--- config.mk ---
export PLATFORM = sky130hd
export DESIGN_NAME = stopwatch_display
export DESIGN_NICKNAME = d
export VERILOG_FILES = /design/src/rtl/stopwatch_display.sv
export SDC_FILE = /design/constraint.sdc
export NUM_CORES = 1
export LEC_CHECK = 0
export ABC_AREA = 1
export ABC_CLOCK_PERIOD_IN_PS = 3000
export BUFFER_PORTS_ARGS = -buffer_cell sky130_fd_sc_hd__buf_4
export CORE_ASPECT_RATIO = 1.1
export CORE_MARGIN = 2
export CORE_UTILIZATION = 25
export CTS_BUF_LIST = sky130_fd_sc_hd__clkbuf_4
export DETAILED_ROUTE_END_ITERATION = 8
export PLACE_DENSITY = 0.5
export SLEW_MARGIN = 20
export SYNTH_ARGS = -nofsm -noshare
export SYNTH_HDL_FRONTEND = slang
export SYNTH_SLANG_ARGS = --single-unit
--- constraint.sdc ---
create_clock -name clk -period 3 [get_ports clk]
set_clock_uncertainty 0.05 [all_clocks]
set_input_delay 0.3 -clock clk [delete_from_list [all_inputs] [get_ports clk]]
set_output_delay 0.3 -clock clk [all_outputs]
set_load 0.1 [all_outputs]
--- src/rtl/stopwatch_display.sv ---
// stopwatch_display: minutes counter with adjust mode driving a blinking MM.SS multiplexed 7-segment display.
// Define LEADING_ZERO_BLANK_EN to blank the minutes tens digit while minutes < 10.
module stopwatch_display #(
  parameter int REFRESH_DIV = 100000,
  parameter int BLINK_DIV = 25000000,
  parameter int ADJ_DIV = 50000000
) (
  input  logic       clk,
  input  logic       rst,
  input  logic [5:0] sec_in,
  input  logic       sec_wrap,
  input  logic       pause,
  input  logic       adj,
  input  logic       sel,
  output logic [5:0] min_out,
  output logic       min_wrap,
  output logic [7:0] seg,
  output logic [3:0] an
);
  localparam int RW = $clog2(REFRESH_DIV + 1);
  localparam int BW = $clog2(BLINK_DIV + 1);
  localparam int AW = $clog2(ADJ_DIV + 1);
  logic [RW-1:0] ref_cnt;
  logic [BW-1:0] blk_cnt;
  logic [AW-1:0] adj_cnt;
  logic [1:0] idx;
  logic wrap_q, phase, ref_tc, blk_tc, adj_tc, inc;
  logic [5:0] sec_c, dval;
  logic [3:0] dig;
  logic [7:0] seg_d;
  function automatic logic [7:0] enc(input logic [3:0] d);
    case (d)
      4'd0: return 8'hC0;
      4'd1: return 8'hF9;
      4'd2: return 8'hA4;
      4'd3: return 8'hB0;
      4'd4: return 8'h99;
      4'd5: return 8'h92;
      4'd6: return 8'h82;
      4'd7: return 8'hF8;
      4'd8: return 8'h80;
      default: return 8'h90;
    endcase
  endfunction
  always_comb begin
    ref_tc = ref_cnt == RW'(REFRESH_DIV - 1);
    blk_tc = blk_cnt == BW'(BLINK_DIV - 1);
    adj_tc = adj_cnt == AW'(ADJ_DIV - 1);
    inc = adj ? (!sel && adj_tc) : (sec_wrap && !wrap_q && !pause);
    sec_c = sec_in > 6'd59 ? 6'd59 : sec_in;
    dval = idx[1] ? min_out : sec_c;
    dig = idx[0] ? 4'(dval / 6'd10) : 4'(dval % 6'd10);
    // idx2 carries the MM.SS separator dot
    seg_d = enc(dig) & (idx == 2'd2 ? 8'h7F : 8'hFF);
    if (!phase && (sel ? !idx[1] : idx[1])) seg_d = 8'hFF;
`ifdef LEADING_ZERO_BLANK_EN
    if (idx == 2'd3 && min_out < 6'd10) seg_d = 8'hFF;
`endif
  end
  always_ff @(posedge clk or negedge rst)
    if (!rst) begin
      wrap_q <= 1'b0;
      ref_cnt <= '0;
      blk_cnt <= '0;
      adj_cnt <= '0;
      idx <= '0;
      phase <= 1'b1;
      min_out <= '0;
      min_wrap <= 1'b0;
      an <= 4'hF;
      seg <= 8'hFF;
    end else begin
      wrap_q <= sec_wrap;
      ref_cnt <= ref_tc ? '0 : ref_cnt + 1'b1;
      idx <= idx + 2'(ref_tc);
      adj_cnt <= (!adj || sel || adj_tc) ? '0 : adj_cnt + 1'b1;
      blk_cnt <= (!adj || blk_tc) ? '0 : blk_cnt + 1'b1;
      phase <= !adj || (phase ^ blk_tc);
      if (inc) min_out <= min_out == 6'd59 ? '0 : min_out + 1'b1;
      min_wrap <= inc && min_out == 6'd59;
      an <= ~(4'b0001 << idx);
      seg <= seg_d;
    end
endmodule

# --- Word level (Yosys, flattened, before mapping) ---
# Memories as Yosys holds them, arrays and structs flattened.
# Index checks and enable logic that the tools add are counted.
totals:
  output_inout_bits: 19
  memories: 1
  rom_bits: 112
  regBits: 91
  word_cells: 54
  latchBits: 0
  ramBits: 0
  input_bits: 12
op_classes:
  n_shift: 1
  multipliers: 0
  n_bitwise: 3
  mux: 11
  div: 2
  eq_ne: 5
  n_addsub: 5
  magnitude_cmp: 1
  reduce_logical: 15
memory_table:
  columns: ["name", "words", "word_bits", "rd", "rd_clocked_by_memory_dff", "wr", "line", "rtl"]
  rows:
  - ["(name not given)", 16, 7, 1, 0, 0, "32", "case (d)"]
op_table:
  columns: ["op", "n"]
  rows:
  - ["$add 26x1->26 const B", 1]
  - ["$eq 26x26->1 const B", 1]
  - ["$mux 26", 1]
  - ["$add 25x1->25 const B", 1]
  - ["$eq 25x25->1 const B", 1]
  - ["$mux 25", 1]
  - ["$mux 6", 3]
  - ["$add 17x1->17 const B", 1]
  - ["$eq 17x17->1 const B", 1]
  - ["$mux 17", 1]
  - ["$mux 8", 2]
  - ["$and 8x8->8", 1]
  - ["$add 6x1->6 const B", 1]
  - ["$div 6x4->6 const B", 1]
  - ["$eq 6x6->1 const B", 1]
  - ["$gt 6x6->1 const B", 1]
  - ["$logic_not 1->1", 6]
  - ["$mod 6x4->6 const B", 1]
  - ["$logic_and 1x1->1", 5]
  - ["$logic_or 1x1->1", 4]
  - ["$mux 4", 1]
  - ["$not 4->4", 1]
  - ["$shl 1x2->4 const A", 1]
  - ["$add 2x1->2", 1]
  - ["3 further kinds", 4]

# --- Logic depth before layout (Yosys ltp) ---
# Gate-level depths: netlist (run 1).
# An unclocked memory read counts as a cell.
depth:
  depth_word: 8
  mapped_depth: 23
  depth_no_buf: 23

# --- Worst setup path before layout (run 1) ---
# No wires, ideal clock.
synth_path:
  path_kind: "register to register"
  startpoint: "register min_out[4]"
  endpoint: "register seg[0]"
  path_buffers: 0
  setup_ns: 0.080
  path_slack_ns: -0.092
  t_arrival_ns: 2.962
  required_ns: 2.870
  synth_period_minus_slack_ns: 3.092
  path_stages_with_launch: 23
  path_cell_list: "dfrtp_1 > nand2_2 > nand2_4 > inv_2 > ha_1 > inv_1 > nand2_1 > a21boi_2 > nand2_2 > nand2_2 > nand2_2 > nand2_2 > inv_2 > nand2_4 > nand2_4 > nand2_1 > nand3_1 > nand2_1 > inv_1 > ha_1 > nand3b_1 > nand3_1 > nand2_1"
synth_via:
  elab_chain_cells: 6
  word_cells_on_any_way: 7
  cone_classes: "2 x div; 3 x mux; 1 x bitwise; 1 x memory"
synth_lines:
  columns: ["element", "line", "rtl"]
  rows:
  - ["from (decl)", "15", "output logic [5:0] min_out,"]
  - ["from (signal assigned)", "79", "if (inc) min_out <= min_out == 6'd59 ? '0 : min_out + 1'b1;"]
  - ["$mux 6 *", "51", "dval = idx[1] ? min_out : sec_c;"]
  - ["$mod 6x4->6 / $div 6x4->6 (equally long branches)", "52", "dig = idx[0] ? 4'(dval / 6'd10) : 4'(dval % 6'd10);"]
  - ["$mux 4 *", "52", null]
  - ["$mem_v2 16x7 *", null, null]
  - ["$and 8x8->8 *", "54", "seg_d = enc(dig) & (idx == 2'd2 ? 8'h7F : 8'hFF);"]
  - ["$mux 8 *", "55", "if (!phase && (sel ? !idx[1] : idx[1])) seg_d = 8'hFF;"]
  - ["net seg_d[0]", "30", "logic [7:0] seg_d;"]
  - ["to (signal assigned)", "82", "seg <= seg_d;"]
  - ["to (decl)", "17", "output logic [7:0] seg,"]
# The timed path passes the listed nets; every way through them passes the cells marked *.
# A chain may end at the register's enable or synchronous reset.

# --- Worst setup path in the final report (run 1) ---
layout_path:
  startpoint: "register idx[1]"
  endpoint: "register seg[0]"
layout_via:
  elab_chain_cells: 6
  word_cells_on_any_way: 10
  cone_classes: "2 x div; 4 x mux; 1 x bitwise; 2 x reduce/logical; 1 x memory"
layout_lines:
  columns: ["element", "line", "rtl"]
  rows:
  - ["from (decl)", "26", "logic [1:0] idx;"]
  - ["from (signal assigned)", "75", "idx <= idx + 2'(ref_tc);"]
  - ["$mux 6", "51", null]
  - ["$mod 6x4->6 / $div 6x4->6 (equally long branches)", "52", null]
  - ["$mux 4", "52", null]
  - ["$mem_v2 16x7", null, null]
  - ["$and 8x8->8", "54", null]
  - ["$mux 8 *", "55", null]
  - ["net seg_d[0]", "30", null]
# Marked as above.

==> results of run 1 <==
-- per-layer routing --
metal  routed length [µm]  global-route usage
met1                 5017              0.1460
met2                 4887              0.1831
met3                  381             0.02761
met4                  116             0.03144
met5                    0                   0
-- through the flow --
step,instance area (µm²),setup TNS (ns),setup WS (ns),power [mW]
5_1_grt,5627,-0.008820,-0.008820,2.932
6_report,5627,0,0.2234,2.767
3_3_place_gp,5434,0,0.2469,2.084
2_1_floorplan,4862,0,0.1912,1.908
4_1_cts,5608,0,0.1586,2.829
3_5_place_dp,5434,0,0.1832,2.085
-- power by group --
group          internal, mW  switching [mW]
Clock                 0.260           0.448
Combinational         0.158           0.558
Sequential             1.30          0.0444
Total                  1.72            1.05
-- layout by cell type (no fill, tap or decap), types with 3 or more instances in the layout --
cell type      Yosys  final
nor4_1            11     11
inv_1             82     82
a31oi_1            4      4
dlygate4sd3_1      0      3
dfrtp_1           78     75
ha_1              10     10
nand4_1           13     13
xor2_1             7      7
nand2_1          112    111
a21oi_1           41     41
nand3_1           40     40
nand2_2           18     19
nor3_2             4      4
clkinv_4           0      3
clkbuf_4           0      9
nand2_4            3      3
dfrtp_2            0      3
nor2_1            70     70
dfstp_2           13     13
buf_4              0     38
o21ai_1            3      3
o21a_1             5      5
o21ai_2            3      3
nor3_1            31     31
o21ai_0           22     22
a211oi_1           3      3
nor2_2             4      4
inv_2              4      4
-- cell type report --
class                   instances  area (µm²)  share of cell area
flip-flops and latches         91        2297              0.4083
well taps                     247       309.0             0.05493
clock buffers                   9       67.56             0.01201
multi-input cells             425        2218              0.3943
clock inverters                 7       76.32             0.01356
inverters                      86       322.8             0.05737
repair buffers                 42       335.3             0.05960
-- sequential cells by signal (all words and copies together), names as in the netlist, 2 cells and up --
name / cells
min_out: 6
adj_cnt: 26
seg: 8
idx: 2
an: 4
ref_cnt: 17
blk_cnt: 25
-- worst reg2reg max path, cell delays in order (launching register included) --
cell      delay (ns)
dfrtp_2         0.49
inv_2           0.12
nand2_2         0.07
nand2_4         0.08
inv_2           0.06
ha_1            0.27
inv_1           0.04
nand2_1         0.07
a21boi_4        0.22
nand2_2         0.08
nand2_2         0.07
nand2_2         0.05
nand2_2         0.05
inv_2           0.05
nand2_4         0.07
nand2_4         0.06
nand2_1         0.06
nand3_1         0.07
nand2_2         0.11
inv_1           0.07
ha_1            0.18
nand3b_1        0.17
nand3_1         0.12
nand2_1         0.06
-- final timing paths --
path | start | depth (start not counted) | to
max | idx[1]$_DFF_PN0_ | 23 | seg[0]$_DFF_PN1_
min | sel | 4 | adj_cnt[6]$_DFF_PN0_
max reg2reg | idx[1]$_DFF_PN0_ | 23 | seg[0]$_DFF_PN1_
min reg2reg | adj_cnt[0]$_DFF_PN0_ | 1 | adj_cnt[0]$_DFF_PN0_
max in group asynchronous | rst | 3 | ref_cnt[7]$_DFF_PN0_
min in group asynchronous | rst | 2 | min_out[2]$_DFFE_PN0P_
-- timing repair --
| action | CTS | global route |
|---|---|---|
| setup endpoints to repair | 0 | 4 |
| hold buffers | 3 | 0 |
| gates resized for setup | 0 | 3 |
| hold endpoints to repair | 36 | 0 |
| setup buffers | 0 | 1 |
-- cell families (layout without fill, tap and decap cells) --
logic type | after synthesis | count (layout) | synth area share
adder cells (fa/ha/maj) | 10 | 10 | 0.02575
XOR/XNOR | 9 | 9 | 0.01622
AO/OA/AOI/OAI | 89 | 89 | 0.1053
flip-flops | 91 | 91 | 0.4719
AND/OR/NAND/NOR | 317 | 317 | 0.3072
buffers and inverters | 93 | 144 | 0.07363
==> results.md, run 1 <==
* Status: complete, no violations
* Post-synthesis register bit count at 91
* Post-layout min period at 2.777 ns
* Fillers at 2076
* DRC Markers at 0
* Layout Nets at 677
* Die width at 136.9 µm
* WL final at 10400 µm
* Type of origin of the critical path: flop
* R2R Setup Slk at 0.22 ns
* Hpwl dp at 7744 µm
* Die area at 20570 µm²
* # IOs at 31
* Ant diodes at 0
* Final Max Slew Viols at 0
* Clock buffer depth at 2
* Delay-heaviest family, CP: simple AND/OR/NAND/NOR gates
* Layout cell share with drive strength beyond 1 at 0.1773
* Die height at 150.2 µm
* Starting Density at 0.2545
* Hold Violations, Final at 0
* Mean post-synth cell area at 7.980 µm²
* Maximum VDD drop at 0.0005035 V
* Row Count at 53
* Crit path arrival time at 3.14 ns
* Port buffer count at 30
* Top post-synthesis cells by area: dfrtp_1 40%, nand2_1 8.7%, dfstp_2 7.0%
* Worst slew margin at 0.5777
* Ys async rst share at 1.000
* Area share of the largest cell type after synthesis at 0.4016
* Core area at 19100 µm²
* Total number of vias at 4009
* Post-synth EDFFs at 0
* Post-Synthesis Cells at 609
* Vias in the first global route at 3941
* Count leader, synth: nand2_1
* Total GRT Usage at 0.1117
* Clock transition at the registers of the reported paths at 0.16 ns
* Sink Count at 91
* Crit-path max cell delay at 0.49 ns
* Critical Path RT at 3.36 ns
* First-pass GRT wire length at 18450 µm
* LEAKAGE at 2.527 nW
* Setup violators final at 0
* 1st-pass router iterations at 4
* Yosys cell types at 41
* Fmax achieved at 360.2 MHz
* Worst-path cell chain: inv_2 -> nand2_2 -> nand2_4 -> inv_2 -> ha_1 -> inv_1 -> nand2_1 -> a21boi_4 -> nand2_2 -> nand2_2 -> nand2_2 -> nand2_2 -> inv_2 -> nand2_4 -> nand2_4 -> nand2_1 -> nand3_1 -> nand2_2 -> inv_1 -> ha_1 -> nand3b_1 -> nand3_1 -> nand2_1
* Final GP Congestion at 0.7741
* Mapped Nets at 631
* Post-layout util at 0.2946
* Sequential area share after synthesis at 0.4719
* Largest net degree at the start of global routing at 49
* Total CTS buffers at 9
* Post-Layout Cell Count at 907
* Min-Delay Path Class: in -> reg
* Crit path buf inv count at 5
* H-Tree Level Count at 3
* Crit path kind: reg -> reg
* CP most frequent cell: nand2_2
* Clk_lat worst skew at 0.47 ns
* Area delta synth->final at 15.78%
* YS warnings at 0
* Post-synth top cells: 112 x nand2_1, 82 x inv_1, 78 x dfrtp_1, 70 x nor2_1, 41 x a21oi_1
* Wire per inst at 11.47 µm
* Max cap viols at 0
* GRT Residual Overflow at 0
* Inst Count DP at 887
* Post-DR vias/cell at 4.420
* Area leader, netlist: dfrtp_1
* Ys flop type: dfrtp_1
* Final period util at 0.9255
* Pwr per Cell Area at 491.8 nW/µm²
* Initial antenna violation count at 0
* Fin Hold WS at 0.1007 ns
* Crit-path max FO at 7
* Initial DRC Count at 161
* ANT nets after route at 0
* CP Capture Type: flop
* Slew @ Worst Pin at 0.6334 ns
* CTS tree: built
* CTS root buf: clkbuf_4
* Crit path max-delay cell type: dfrtp_2
* Mapped cell area at 4860 µm²
Power figures use the tool's default switching activity.
==> run 2, diff against run 1 <==
--- a/config.mk
+++ b/config.mk
@@ -13,7 +13,8 @@
 export CORE_UTILIZATION = 25
 export CTS_BUF_LIST = sky130_fd_sc_hd__clkbuf_4
 export DETAILED_ROUTE_END_ITERATION = 8
-export PLACE_DENSITY = 0.5
+export PLACE_DENSITY_LB_ADDON = 0.15
+export SETUP_SLACK_MARGIN = 0.3
 export SLEW_MARGIN = 20
 export SYNTH_ARGS = -nofsm -noshare
 export SYNTH_HDL_FRONTEND = slang
==> run 2 against run 1 <==
  * Die area unchanged
  * Via count increased by 2.3%
  * Maximum frequency increased by 2.7%
  * Critical path depth down 2
  * Non-clock buffer count grew 16
  * Clock-buffer cell count increased by 2
  * Core utilization increased by 1.6 points
  * Critical endpoint is now seg[3]$_DFF_PN1_
==> results.md, run 2 (same netlist as run 1, synthesis figures left out) <==
* Vias in the first global route at 4012
* Type of origin of the critical path: flop
* Hold EP: adj_cnt[6]$_DFF_PN0_
* Setup TNS at 0 ns
* Crit-path max FO at 6
* 1st-pass router iterations at 4
* Ant diodes at 0
* Die area at 20570 µm²
* Initial antenna violation count at 0
* Largest net degree at the start of global routing at 61
* GRT Residual Overflow at 0
* Clk_lat worst skew at 0.48 ns
* Final Max Slew Viols at 0
* R2R Setup Slk at 0.30 ns
* CP Capture Type: flop
* ANT nets after route at 0
* Row Count at 53
* Crit path arrival time at 3.04 ns
* Crit path kind: reg -> reg
* Total number of vias at 4100
* First-pass GRT wire length at 19480 µm
* Pre-CTS setup slack at 0.1183 ns
* Core area at 19100 µm²
* Sink Count at 91
* Die width at 136.9 µm
* Final GP Congestion at 0.7848
* LEAKAGE at 2.661 nW
* Fmax achieved at 369.9 MHz
* Die height at 150.2 µm
* Setup violators final at 0
* Layout Nets at 693
* Port buffer count at 30
* Top flop regs: adj_cnt: 26 flops, blk_cnt: 25 flops, ref_cnt: 17 flops
* Area delta synth->final at 21.96%
* Slew @ Worst Pin at 0.7823 ns
* Reg-to-Reg End: seg[3]$_DFF_PN1_
* DRC Markers at 0
* Hold path start: sel
* Post-layout min period at 2.703 ns
* Status: complete, no violations
* Min setup slack post-route at 0.2967 ns
* Biggest register: adj_cnt
* H-Tree Level Count at 3
* Pwr per Cell Area at 503.3 nW/µm²
* Min-Delay Path Class: in -> reg
* Maximum VDD drop at 0.0004271 V
* Starting Density at 0.2545
* Max cap viols at 0
* Clock transition at the registers of the reported paths at 0.14 ns
* Layout cell share with drive strength beyond 1 at 0.2293
* Unrepaired setup endpoints after global routing: true
* Hold Violations, Final at 0
* CTS tree: built
* # IOs at 31
* Total Power at 2.983 mW
* WL final at 11450 µm
* Hold depth at 4
* Hpwl dp at 8415 µm
* CTS root buf: clkbuf_4
* Post-DR vias/cell at 4.442
* Total CTS buffers at 9
* Wire per inst at 12.40 µm
* FF-to-FF Start: idx[1]$_DFF_PN0_
* Max reg flops at 26
* Final period util at 0.9011
* Critical Path RT at 3.34 ns
* Commonest cells after routing, fill and taps aside: 106 x nand2_1, 79 x inv_1, 74 x dfrtp_1
* Initial DRC Count at 170
* Total GRT Usage at 0.1191
* Worst Reg-to-Reg Cells at 21
* Worst slew margin at 0.4785
* Most common cell after layout, fill and taps aside: nand2_1
* Clock buffer depth at 2
[run 2: cell count changes in the layout (fill, tap and decap cells not counted), moves of 3 or more]
cell / previous run / this run
nand3_2: 1 / 5
ha_1: 10 / 5
buf_4: 38 / 54
nand2_4: 3 / 6
inv_1: 82 / 79
ha_4: 0 / 3
nand3_1: 40 / 36
nand2_1: 111 / 106
[run 2: metal layers]
metal  global-route usage  routed length [µm]  part of all wire
met1               0.1595                5473              0.48
met2               0.1853                5304              0.46
met3              0.02997                 502             0.044
met4              0.04330                 166             0.015
met5                    0                   0                 0
[run 2: worst max path at each step]
| stage | from | end | slack (ns) | cells past startpoint |
|---|---|---|---|---|
| CTS | idx[1]$_DFF_PN0_ | seg[3]$_DFF_PN1_ | 0.30 | 23 |
| detailed placement | idx[1]$_DFF_PN0_ | seg[3]$_DFF_PN1_ | 0.12 | 23 |
| global placement | idx[1]$_DFF_PN0_ | seg[3]$_DFF_PN1_ | 0.22 | 23 |
| global route | idx[1]$_DFF_PN0_ | seg[0]$_DFF_PN1_ | 0.1 | 23 |
| floorplan | min_out[4]$_DFFE_PN0P_ | seg[0]$_DFF_PN1_ | 0.31 | 22 |
| finish | idx[1]$_DFF_PN0_ | seg[3]$_DFF_PN1_ | 0.30 | 21 |
[run 2: what timing repair did]
action / 4_1_cts / 5_1_grt
resized for setup: 11 / 25
pin swaps: 7 / 16
hold buffers: 3 / 0
buffers inserted: 9 / 6
endpoints found under the hold margin: 57 / 0
setup endpoints to repair: 7 / 15
[run 2: report_power, final]
| group | switching, mW | internal (mW) | leakage, nW |
|---|---|---|---|
| combinational | 0.583 | 0.184 | 1.37 |
| sequential | 0.0477 | 1.30 | 1.19 |
| clock | 0.427 | 0.440 | 0.0987 |
[run 2: critical path: stages, from the launching register on]
cell and delay (ns):
dfrtp_2 0.49, buf_6 0.13, nand2_4 0.04, nand2_4 0.07, inv_4 0.05, ha_4 0.26, inv_2 0.03, nand2_2 0.06
a21boi_4 0.22, nand2_2 0.08, nand2_2 0.07, nand2_2 0.05, nand2_2 0.05, inv_2 0.05, nand2_4 0.08, nand2_4 0.07
o21ai_4 0.20, inv_2 0.10, ha_4 0.27, nand3_2 0.08, nand3_1 0.10, nand2_1 0.05
[run 2: per-stage QoR]
step,cells,hold slack [ns],cell area [µm²],util
2_1_floorplan,609,-0.04559,4871,-
3_3_place_gp,889,0.3719,5445,0.2851
3_5_place_dp,889,0.3723,5445,0.2851
4_1_cts,917,0.08163,5764,0.3018
5_1_grt,923,0.1240,5927,0.3103
6_report,923,0.1266,5927,0.3103
[run 2: layout make-up]
cell class                      count  area [µm²]
Tap cell                          247       309.0
Sequential cell                    91        2303
Timing Repair Buffer               58       446.7
Fill cell                        2033       13170
Multi-Input combinational cell    425        2352
Inverter                           86       330.3
Clock inverter                      5       102.6
Clock buffer                       11       82.58
